<file path="src/rtl/_arb8.sv">
// _mux8: 8:1 combinational data selector.
//   i_sel         3-bit select
//   i_in0..i_in7  n-bit data inputs
//   o_out         selected data
module _mux8 #(
  parameter int unsigned n = 16
) (
  input  logic [2:0]   i_sel,
  input  logic [n-1:0] i_in0,
  input  logic [n-1:0] i_in1,
  input  logic [n-1:0] i_in2,
  input  logic [n-1:0] i_in3,
  input  logic [n-1:0] i_in4,
  input  logic [n-1:0] i_in5,
  input  logic [n-1:0] i_in6,
  input  logic [n-1:0] i_in7,
  output logic [n-1:0] o_out
);

  always_comb begin
    o_out = i_in0;
    case (i_sel)
      3'd0:    o_out = i_in0;
      3'd1:    o_out = i_in1;
      3'd2:    o_out = i_in2;
      3'd3:    o_out = i_in3;
      3'd4:    o_out = i_in4;
      3'd5:    o_out = i_in5;
      3'd6:    o_out = i_in6;
      default: o_out = i_in7;
    endcase
  end

endmodule

// _arb8: round-robin arbiter sharing one valid/ready output among eight
// requesters, with locked multi-beat bursts.
//   i_clk, i_reset    clock, synchronous active-high reset
//   i_req[7:0]        per-requester beat pending
//   i_lock[7:0]       current beat is not the last of a burst
//   i_in0..i_in7      requester data
//   i_out_ready       downstream accepts a beat this cycle
//   o_out_valid       beat presented on o_out_data
//   o_out_data        data of the selected requester
//   o_grant[7:0]      one-hot grant, zero when idle
//   o_sel[2:0]        current or last granted index
//   o_ack[7:0]        one-hot accept strobe (combinational with i_out_ready)
module _arb8 #(
  parameter int unsigned n = 16
) (
  input  logic         i_clk,
  input  logic         i_reset,
  input  logic [7:0]   i_req,
  input  logic [7:0]   i_lock,
  input  logic [n-1:0] i_in0,
  input  logic [n-1:0] i_in1,
  input  logic [n-1:0] i_in2,
  input  logic [n-1:0] i_in3,
  input  logic [n-1:0] i_in4,
  input  logic [n-1:0] i_in5,
  input  logic [n-1:0] i_in6,
  input  logic [n-1:0] i_in7,
  input  logic         i_out_ready,
  output logic         o_out_valid,
  output logic [n-1:0] o_out_data,
  output logic [7:0]   o_grant,
  output logic [2:0]   o_sel,
  output logic [7:0]   o_ack
);

  typedef enum logic {
    ST_IDLE = 1'b0,
    ST_BUSY = 1'b1
  } state_t;

  state_t     r_state;
  state_t     w_state_nxt;
  logic [2:0] r_sel;
  logic [2:0] w_sel_nxt;
  logic [2:0] r_ptr;
  logic [2:0] w_ptr_nxt;
  logic [2:0] w_win;
  logic [7:0] w_onehot;
  logic       w_busy;
  logic       w_accept;

  // Winner: first asserted request starting at r_ptr. Scanning from the
  // farthest offset down lets the nearest one overwrite the result.
  always_comb begin
    w_win = r_ptr;
    for (int k = 7; k >= 0; k--) begin
      if (i_req[3'(r_ptr + 3'(k))]) w_win = 3'(r_ptr + 3'(k));
    end
  end

  assign w_busy      = (r_state == ST_BUSY);
  assign w_onehot    = 8'b1 << r_sel;
  assign o_sel       = r_sel;
  assign o_grant     = w_busy ? w_onehot : 8'h00;
  assign o_out_valid = w_busy & i_req[r_sel];
  assign w_accept    = o_out_valid & i_out_ready;
  assign o_ack       = w_accept ? w_onehot : 8'h00;

  _mux8 #(.n(n)) u_mux (
    .i_sel (r_sel),
    .i_in0 (i_in0),
    .i_in1 (i_in1),
    .i_in2 (i_in2),
    .i_in3 (i_in3),
    .i_in4 (i_in4),
    .i_in5 (i_in5),
    .i_in6 (i_in6),
    .i_in7 (i_in7),
    .o_out (o_out_data)
  );

  // State register
  always_ff @(posedge i_clk) begin
    if (i_reset) begin
      r_state <= ST_IDLE;
      r_sel   <= 3'd0;
      r_ptr   <= 3'd0;
    end else begin
      r_state <= w_state_nxt;
      r_sel   <= w_sel_nxt;
      r_ptr   <= w_ptr_nxt;
    end
  end

  // Next-state logic
  always_comb begin
    w_state_nxt = r_state;
    w_sel_nxt   = r_sel;
    w_ptr_nxt   = r_ptr;
    case (r_state)
      ST_IDLE: begin
        if (i_req != 8'h00) begin
          w_sel_nxt   = w_win;
          w_state_nxt = ST_BUSY;
        end
      end
      ST_BUSY: begin
        if (!i_req[r_sel]) begin
          // Withdrawal: requester keeps its priority.
          w_state_nxt = ST_IDLE;
        end else if (i_out_ready && !i_lock[r_sel]) begin
          w_state_nxt = ST_IDLE;
          w_ptr_nxt   = 3'(r_sel + 3'd1);
        end
      end
      default: w_state_nxt = ST_IDLE;
    endcase
  end

endmodule

</file>
<file path="config.mk">
export PLATFORM = sky130hd
export DESIGN_NAME = _arb8
export DESIGN_NICKNAME = d
export VERILOG_FILES = /design/src/rtl/_arb8.sv
export SDC_FILE = /design/constraint.sdc
export NUM_CORES = 1
export LEC_CHECK = 0
export CAP_MARGIN = 20
export CORE_UTILIZATION = 36
export CTS_CLUSTER_DIAMETER = 200
export CTS_CLUSTER_SIZE = 16
export DETAILED_ROUTE_END_ITERATION = 8
export GPL_ROUTABILITY_DRIVEN = 0
export PLACE_DENSITY = 0.88
export RECOVER_POWER = 50
export SLEW_MARGIN = 20
export SYNTH_ARGS = -nofsm -noshare
export SYNTH_HDL_FRONTEND = slang
export SYNTH_SLANG_ARGS = --single-unit
</file>
<file path="constraint.sdc">
create_clock -name i_clk -period 4.55 [get_ports i_clk]
set_input_delay 0.91 -clock i_clk [delete_from_list [all_inputs] [get_ports i_clk]]
set_output_delay 0.91 -clock i_clk [all_outputs]
set_load 0.03 [all_outputs]
</file>
After elaboration in Yosys (flattened, before gate mapping)
Index checks and enable logic that the tools add are counted.

storage, ports and cells
  bits in registers = 7
  input bits = 147
  output and inout port bits = 36
  word-level logic and storage cells = 71

cells by class
  $add $sub $neg = 8
  order comparisons = 9
  equal/unequal tests = 6
  shift-type cells = 1
  mux-type cells = 35
  bitwise gates (word level) = 3
  reductions and logical operators = 6

operators by type and width
  kind                                                        count
  case mux 16 bit (7 select lines)                            1
  less-than comparator 3 x 4 -> 1 bit, second input constant  9
  binary-select mux 1 bit (select 3 bit)                      10
  two-way mux 3 bit                                           8
  two-way mux 8 bit                                           2
  two-way mux 1 bit                                           13
  adder 3 bit, second input constant                          4
  equality test 3 bit, second input constant                  3
  nonzero test 8 bit                                          1
  left shift 1 x 3 -> 8 bit, first input constant             1
  adder 3 x 1 -> 3 bit, second input constant                 2
  adder 3 x 2 -> 3 bit, second input constant                 2
  equality test 3 x 2 -> 1 bit, second input constant         2
  equality test 3 x 1 -> 1 bit, second input constant         1
  zero test 3 bit                                             1
  AND reduction 3 bit                                         1
  bitwise AND 1 bit                                           2
  case mux 1 bit (2 select lines)                             1
  AND reduction 2 bit                                         1
  logical AND 1 bit                                           1
  zero test 1 bit                                             1
  NOT 1 bit                                                   1

Longest topological paths before layout
Gate-level depths: netlist of the first run.

  depth in word-level cells = 11
  gate-level depth with buffers = 10
  mapped depth without buffers = 8

By module
A second synthesis of the first run with hierarchy kept.

second synthesis, totals
  cell total of the unflattened synthesis = 311
  area, all modules = 2517.4 sq um

by module, submodules not included
  module  times used  cells each  area an instance (sq um)  seq. area each (sq um)
  _arb8   1           157         1491.4                    140.1
  _mux8   1           154         1026.0                    0.0

Worst setup path before layout of the first run
No wires, ideal clock.

  path type = flip-flop to output port
  start = register r_sel[2], in the netlist o_sel[2]
  end = output port o_out_data[12]
  arrival = 3079 ps
  required time = 3640 ps
  path slack = 561 ps
  cell stages (with the launch flop) = 10
  path buffers = 5
  path through = dfxtp_1 > clkbuf_1 > inv_2 > clkbuf_1 > ha_1 > clkbuf_1 > or4_1 > clkbuf_1 > clkbuf_1 > a31oi_1

on the way
  word-level cells in the longest chain between the ends = 2
  elaborated cells between the ends (all ways) = 8
  classes of those cells = 6 x eq/ne; 1 x mux; 1 x reduce/logical

ends and longest elaborated chain
  what                                         RTL line  text
  start: declaration                           78        logic [2:0] r_sel;
  start signal: assignment                     125       r_sel <= w_sel_nxt;
  equality test 3 bit (tied with other cells)  22        case (i_sel)
  case mux 16 bit (7 select lines) (*)         22
  end: declaration                             65        output logic [n-1:0] o_out_data,

Mark *: on every way between the ends. The rest lies on a longest branch, timed or not.

Worst setup path after layout of the first run
  start = input port i_req[1]
  end = output port o_ack[0]

on the way
  word-level cells in the longest chain between the ends = 5

ends and longest elaborated chain
  what                                     RTL line  text
  start: declaration                       53        input logic [7:0] i_req,
  binary-select mux 1 bit (select 3 bit)   100       assign o_out_valid = w_busy & i_req[r_sel];
  two-way mux 1 bit (implied by the code)  100
  bitwise AND 1 bit                        100
  bitwise AND 1 bit                        101       assign w_accept = o_out_valid & i_out_ready;
  two-way mux 8 bit                        102       assign o_ack = w_accept ? w_onehot : 8'h00;
  end: declaration                         68        output logic [7:0] o_ack

No other way between the ends. The select of a mux whose other input is x is not followed.

==> summary.md, run 1 <==
| Metric | Value |
|---|---|
| Status | `complete, no violations` |
| Register area share after synthesis | `0.0625` |
| Setup TNS | `0 ns` |
| Commonest non-fill, non-tap cell in the layout | `clkdlybuf4s50_1` |
| Setup WS post-layout | `0.318 ns` |
| DR pass1 iterations | `6` |
| Pwr dens | `~230 nW/um^2` |
| Period utilization | `0.930` |
| Main combinational cell family by area after synthesis | `multiplexers` |
| Cell area after synthesis | `~2200 sq um` |
| Layout fillers | `475` |
| XOR/XNOR Fraction of Synth Area | `0.0156` |
| WL/cell | `19.4 um` |
| CTS H-tree depth | `1` |
| Synth Register Bits | `7` |
| Synth Area in Adders | `0.0446` |
| Number of flops mapped to enable cells by yosys | `0` |
| Clock sink total | `7` |
| Max Cap Violations | `0` |
| Peak VDD IR | `0.179 mV` |
| Initial core utilization | `0.376` |
| Initial antenna violation count | `0` |
| Mean Syn Cell Area | `8.21 sq um` |
| Post-synth ARST share | `0` |
| Root buffer cell | `clkbuf_8` |
| GRT overflow | `0` |
| Net Count, Synth | `roughly 430` |
| Slew HR | `0.236` |
| Most frequent cells in the layout | `clkdlybuf4s50_1, a21oi_1, nor2_1, a222oi_1, mux2_2` |
| Max Clock Skew | `0.00163 ns` |
| Die height | `slightly above 80 um` |
| CTS resizes | `0` |
| Global-route usage over all layers | `0.273` |
| Layout cells sized above 1 | `0.133` |
| Top-area cell type share of the netlist area | `0.121` |
| Most area-hungry cell type in the Yosys netlist | `mux4_2` |
| Port Buffers | `roughly 180` |
| Worst-skew pair later-pin latency | `0.23 ns` |
| RSZ-0062 raised after global routing | `no` |
| Cts-stage hold buffer count | `0` |
| Global-route wire length before repair | `about 14000 um` |
| Routed Antenna Nets | `0` |
| Synth warnings | `0` |
| Largest net degree at the start of global routing | `35` |
| Iteration-0 DRC Markers | `175` |
| DIE WIDTH | `80.9 um` |
| Synth-to-layout area growth | `84.7%` |
| Worst Hold Class | `flop to flop` |
| Critical path class | `input pin to output pin` |
| Hold WS | `0.701 ns` |
| Setup bufs post-CTS | `0` |
| Synth top area cells | `mux4_2, mux2_2, a222oi_1` |
| Top_reg_cell synth | `dfxtp_1` |
| CP Max Fanout | `8` |
| Setup Viol. Count Final | `0` |
| Syn Inst Count | `273` |
| Crit path max-delay cell type | `dlygate4sd3_1` |
| DP Worst Slack | `0.374 ns` |
| Final HPWL DP | `slightly below 8000 um` |
| Clock-pin transition on the worst setup and hold timing paths | `0.04 ns` |
| Via count | `around 3000` |
| CP max stage delay | `about 0.67 ns` |
| Worst-Margin Slew | `1.15 ns` |
| Via density | `5.92` |
| Routed WL | `9940 um` |
| Ant diodes | `0` |
| Vias in the first global route | `2794` |
| Crit. End Element | `output pin` |
| Synth unique cells | `50` |
| Compound-cell area share of the yosys netlist | `0.320` |
| Placeable Area | `approximately 6000 sq um` |
| Fin crit period | `4.23 ns` |
| Crit-path cells | `dlygate4sd3_1 -> mux4_2 -> nand2_1 -> a21boi_1 -> and2_1 -> and3_1 -> clkdlybuf4s50_1` |
| Synth Area in Simple Gates | `0.151` |
| CTS Buffer Depth | `2` |
| CTS tree | `yes` |
| DRC | `0` |
| Final Hold Fails | `0` |
| Mux cell area share after synthesis | `0.328` |
| WP data arrival | `3.32 ns` |
| Core Rows | `28` |
| I/O pins | `183` |
| Die Area | `approximately 6500 sq um` |
| CTS Buf Count | `3` |
| Crit path required time | `3.64 ns` |
| Final slew viol count | `0` |
| Fmax | `236 MHz` |
| Total leakage power | `1.68 nW` |
| Layout Nets | `593` |
| CP Launch Type | `input pin` |
-- where the power goes --
group	total, mW	switching [mW]	internal [mW]
Clock	0.0897	0.0289	0.0608
Sequential	0.0820	0.0152	0.0668
Combinational	0.800	0.403	0.398
-- through the flow --
step                      total power [mW]  instance area [sq um]  utilization  cells
final                                0.972                   4140        0.695    512
after global routing                  1.03                   4140        0.695    512
after CTS                            0.986                   4170        0.699    512
after detailed placement             0.890                   4120        0.692    508
after global placement               0.881                   4120        0.692    508
after floorplan                      0.505                   2240            -    273
-- sequential cells by signal (all words and copies together) (netlist names) --
register / count
r_ptr: 3
o_sel: 3
r_state: 1
-- worst max-delay path: cells and delay by family --
family,cells,cell delay (ns)
simple gates,3,0.51
mux,1,0.28
compound gates,1,0.28
buf+inv,2,1.34
-- final cells by class --
cell class	instances	area [sq um]	share of cell area
multi-input cells	229	1920	0.463
well taps	75	93.8	0.0227
repair buffers	188	1910	0.462
clock buffers	4	45.0	0.0109
inverters	9	33.8	0.00816
flip-flops and latches	7	140	0.0338
-- logic make-up (layout without fill, tap and decap cells) --
kind of cell               count (synthesis)  in the layout
xor gates and xnor gates                   4              4
adders and majority gates                  8              8
DFF                                        7              7
muxes                                     52             52
AOI/OAI and AO/OA                         98             98
and+or+nand+nor                           67             67
buffers and inverters                     37            201
-- cells in the mapped netlist (all sizes together), types with 2 or more instances --
cell,number
nor2,24
nand3,2
inv,9
and2,8
a22oi,11
nor3b,2
a21oi,35
xnor2,3
clkbuf,23
nor4,2
mux2i,16
buf,5
o31ai,2
a221oi,9
and3,11
mux4,14
dfxtp,7
o22ai,2
a31oi,3
nor3,2
o21ai,2
nand2,11
a211oi,5
ha,8
a211o,2
mux2,22
a222oi,20
-- worst paths after layout --
| path | slack [ns] | start | cells past startpoint | endpoint |
|---|---|---|---|---|
| max | 0.32 | i_req[1] | 7 | o_ack[0] |
| min | 0.70 | o_sel[0] | 2 | o_sel[0] |
| max reg2reg | 1.07 | r_ptr[1] | 8 | o_sel[1] |
| min reg2reg | 0.70 | o_sel[0] | 2 | o_sel[0] |
-- routing by layer --
layer,vias to the layer above,wire [um],GRT usage
met4,0,97,0.0446
met3,8,1120,0.0944
met5,-,0,0
met2,143,5030,0.504
li1,1440,-,-
met1,1439,3690,0.303
No activity file was read; power rests on OpenSTA's default activity.
==> run 2, diff against run 1 <==
Settings changed: CORE_UTILIZATION 36 to 35, PLACE_DENSITY 0.88 to 0.86.
==> summary.md, run 2 (same netlist as run 1, synthesis figures left out) <==
| Metric | Value |
|---|---|
| Post-layout util | `0.679` |
| Period utilization | `0.942` |
| Worst Hold Class | `flop to flop` |
| P_sw | `0.452 mW` |
| Status | `finished, violations left` |
| Setup Viol. Count Final | `0` |
| Via density | `6.11` |
| Setup bufs post-CTS | `0` |
| Met1 usage | `0.314` |
| Switching Fraction | `0.475` |
| Slew HR | `-0.0189` |
| Met3 Track Usage GR | `0.0867` |
| Final slew viol count | `34` |
| Global-route usage over all layers | `0.285` |
| Placeable Area | `between 6000 and 7000 sq um` |
| DR pass1 iterations | `6` |
| WL/cell | `between 20 and 25 um` |
| Routed WL | `10300 um` |
| Iteration-0 DRC Markers | `146` |
| Largest net degree at the start of global routing | `35` |
| Die height | `82.0 um` |
| Setup TNS | `0 ns` |
| Max Cap Violations | `1` |
| Setup WS post-layout | `about 0.26 ns` |
| Via count | `3138` |
| I/O pins | `183` |
| CP Max Fanout | `8` |
| Initial antenna violation count | `0` |
| Part of the power in combinational logic | `0.821` |
| Cts-stage hold buffer count | `0` |
| Clk pwr share | `0.097` |
| Peak VDD IR | `roughly 0.17 mV` |
| Worst-Margin Slew | `approximately 1.5 ns` |
| WP data arrival | `3.38 ns` |
| CTS tree | `yes` |
| CTS resizes | `0` |
| DP Worst Slack | `0.411 ns` |
| Max Clock Skew | `about 0.0014 ns` |
| Core Rows | `28` |
| Reg power frac | `0.082` |
| Total internal power | `0.499 mW` |
| Initial core utilization | `0.370` |
| Final HPWL DP | `~8000 um` |
| Critical path class | `input pin to output pin` |
| Total leakage power | `1.66 nW` |
| Die Area | `6730 sq um` |
| Clock sink total | `7` |
| Layout Nets | `595` |
| CTS Buffer Depth | `2` |
| Fin crit period | `4.29 ns` |
| Crit. End Element | `output pin` |
| Pwr dens | `231 nW/um^2` |
| Synth-to-layout area growth | `83.6%` |
| Final Hold Fails | `0` |
| Area of the multi-input gates | `1920 sq um` |
| Met2 Use GR | `0.531` |
| Root buffer cell | `clkbuf_8` |
| DIE WIDTH | `approximately 80 um` |
| CTS Buf Count | `3` |
| CP Launch Type | `input pin` |
| Failing checks | `max-capacitance violations, max-slew violations` |
| Ant diodes | `0` |
| Vias in the first global route | `2950` |
| Global-route wire length before repair | `14600 um` |
| Fmax | `approximately 230 MHz` |
| Most frequent cells in the layout | `clkdlybuf4s50_1, a21oi_1, nor2_1, a222oi_1, mux2_2` |
| Clock-pin transition on the worst setup and hold timing paths | `0.04 ns` |
| Worst-skew pair later-pin latency | `between 0.2 and 0.25 ns` |
| Commonest non-fill, non-tap cell in the layout | `clkdlybuf4s50_1` |
| Crit path required time | `3.64 ns` |
| Busiest grt layer | `met2` |
| DRC | `0` |
| GRT overflow | `0` |
| Port Buffers | `between 150 and 200` |
| CTS H-tree depth | `1` |
| Layout fillers | `493` |
| Layout cells sized above 1 | `0.132` |
| Reg area | `140 sq um` |
| RSZ-0062 raised after global routing | `no` |
| Routed Antenna Nets | `0` |
-- run 2: layout make-up --
class,count,area share
clock buffer,4,0.0109
inverter,9,0.00821
multi-input combinational,229,0.467
sequential,7,0.0340
tap,75,0.0228
timing repair buffer,190,0.457
-- run 2: critical path, stage by stage --
cell and delay [ns]:
dlygate4sd3_1 0.67, mux4_2 0.29, nand2_1 0.06, a21boi_1 0.28, and2_1 0.29, and3_1 0.19
clkdlybuf4s50_1 0.67
-- run 2: power groups by stage --
stage                     registers (mW)  clock network, mW  logic, mW
after floorplan                   0.0805                  0      0.424
after global placement            0.0787                  0      0.769
after detailed placement          0.0788                  0      0.786
after CTS                         0.0779             0.0930      0.790
after global routing              0.0794             0.0995      0.829
final                             0.0776             0.0925      0.781
-- run 2: path summary, 6_finish.rpt --
kind / end / cells past startpoint / slack [ns] / startpoint
hold / removal: o_sel[0] / 2 / 0.69 / o_sel[0]
setup reg to reg: o_sel[0] / 9 / 0.79 / r_ptr[0]
hold reg to reg: o_sel[0] / 2 / 0.69 / o_sel[0]
setup / recovery: o_ack[0] / 7 / 0.26 / i_req[3]
-- run 2: layer usage --
layer  vias up  routed length (um)
met5         -                   0
met3        22                1250
met1      1482                3630
met2       195                5280
li1       1439                   -
met4         0                 176
-- run 2: metrics by stage --
stage	area, sq um	power (mW)	cells	hold slack (ns)
floorplan	2240	0.505	273	0.630
global placement	4100	0.848	510	0.667
detailed placement	4100	0.864	510	0.695
CTS	4140	0.961	514	0.709
global route	4120	1.01	514	0.738
finish	4120	0.951	514	0.692
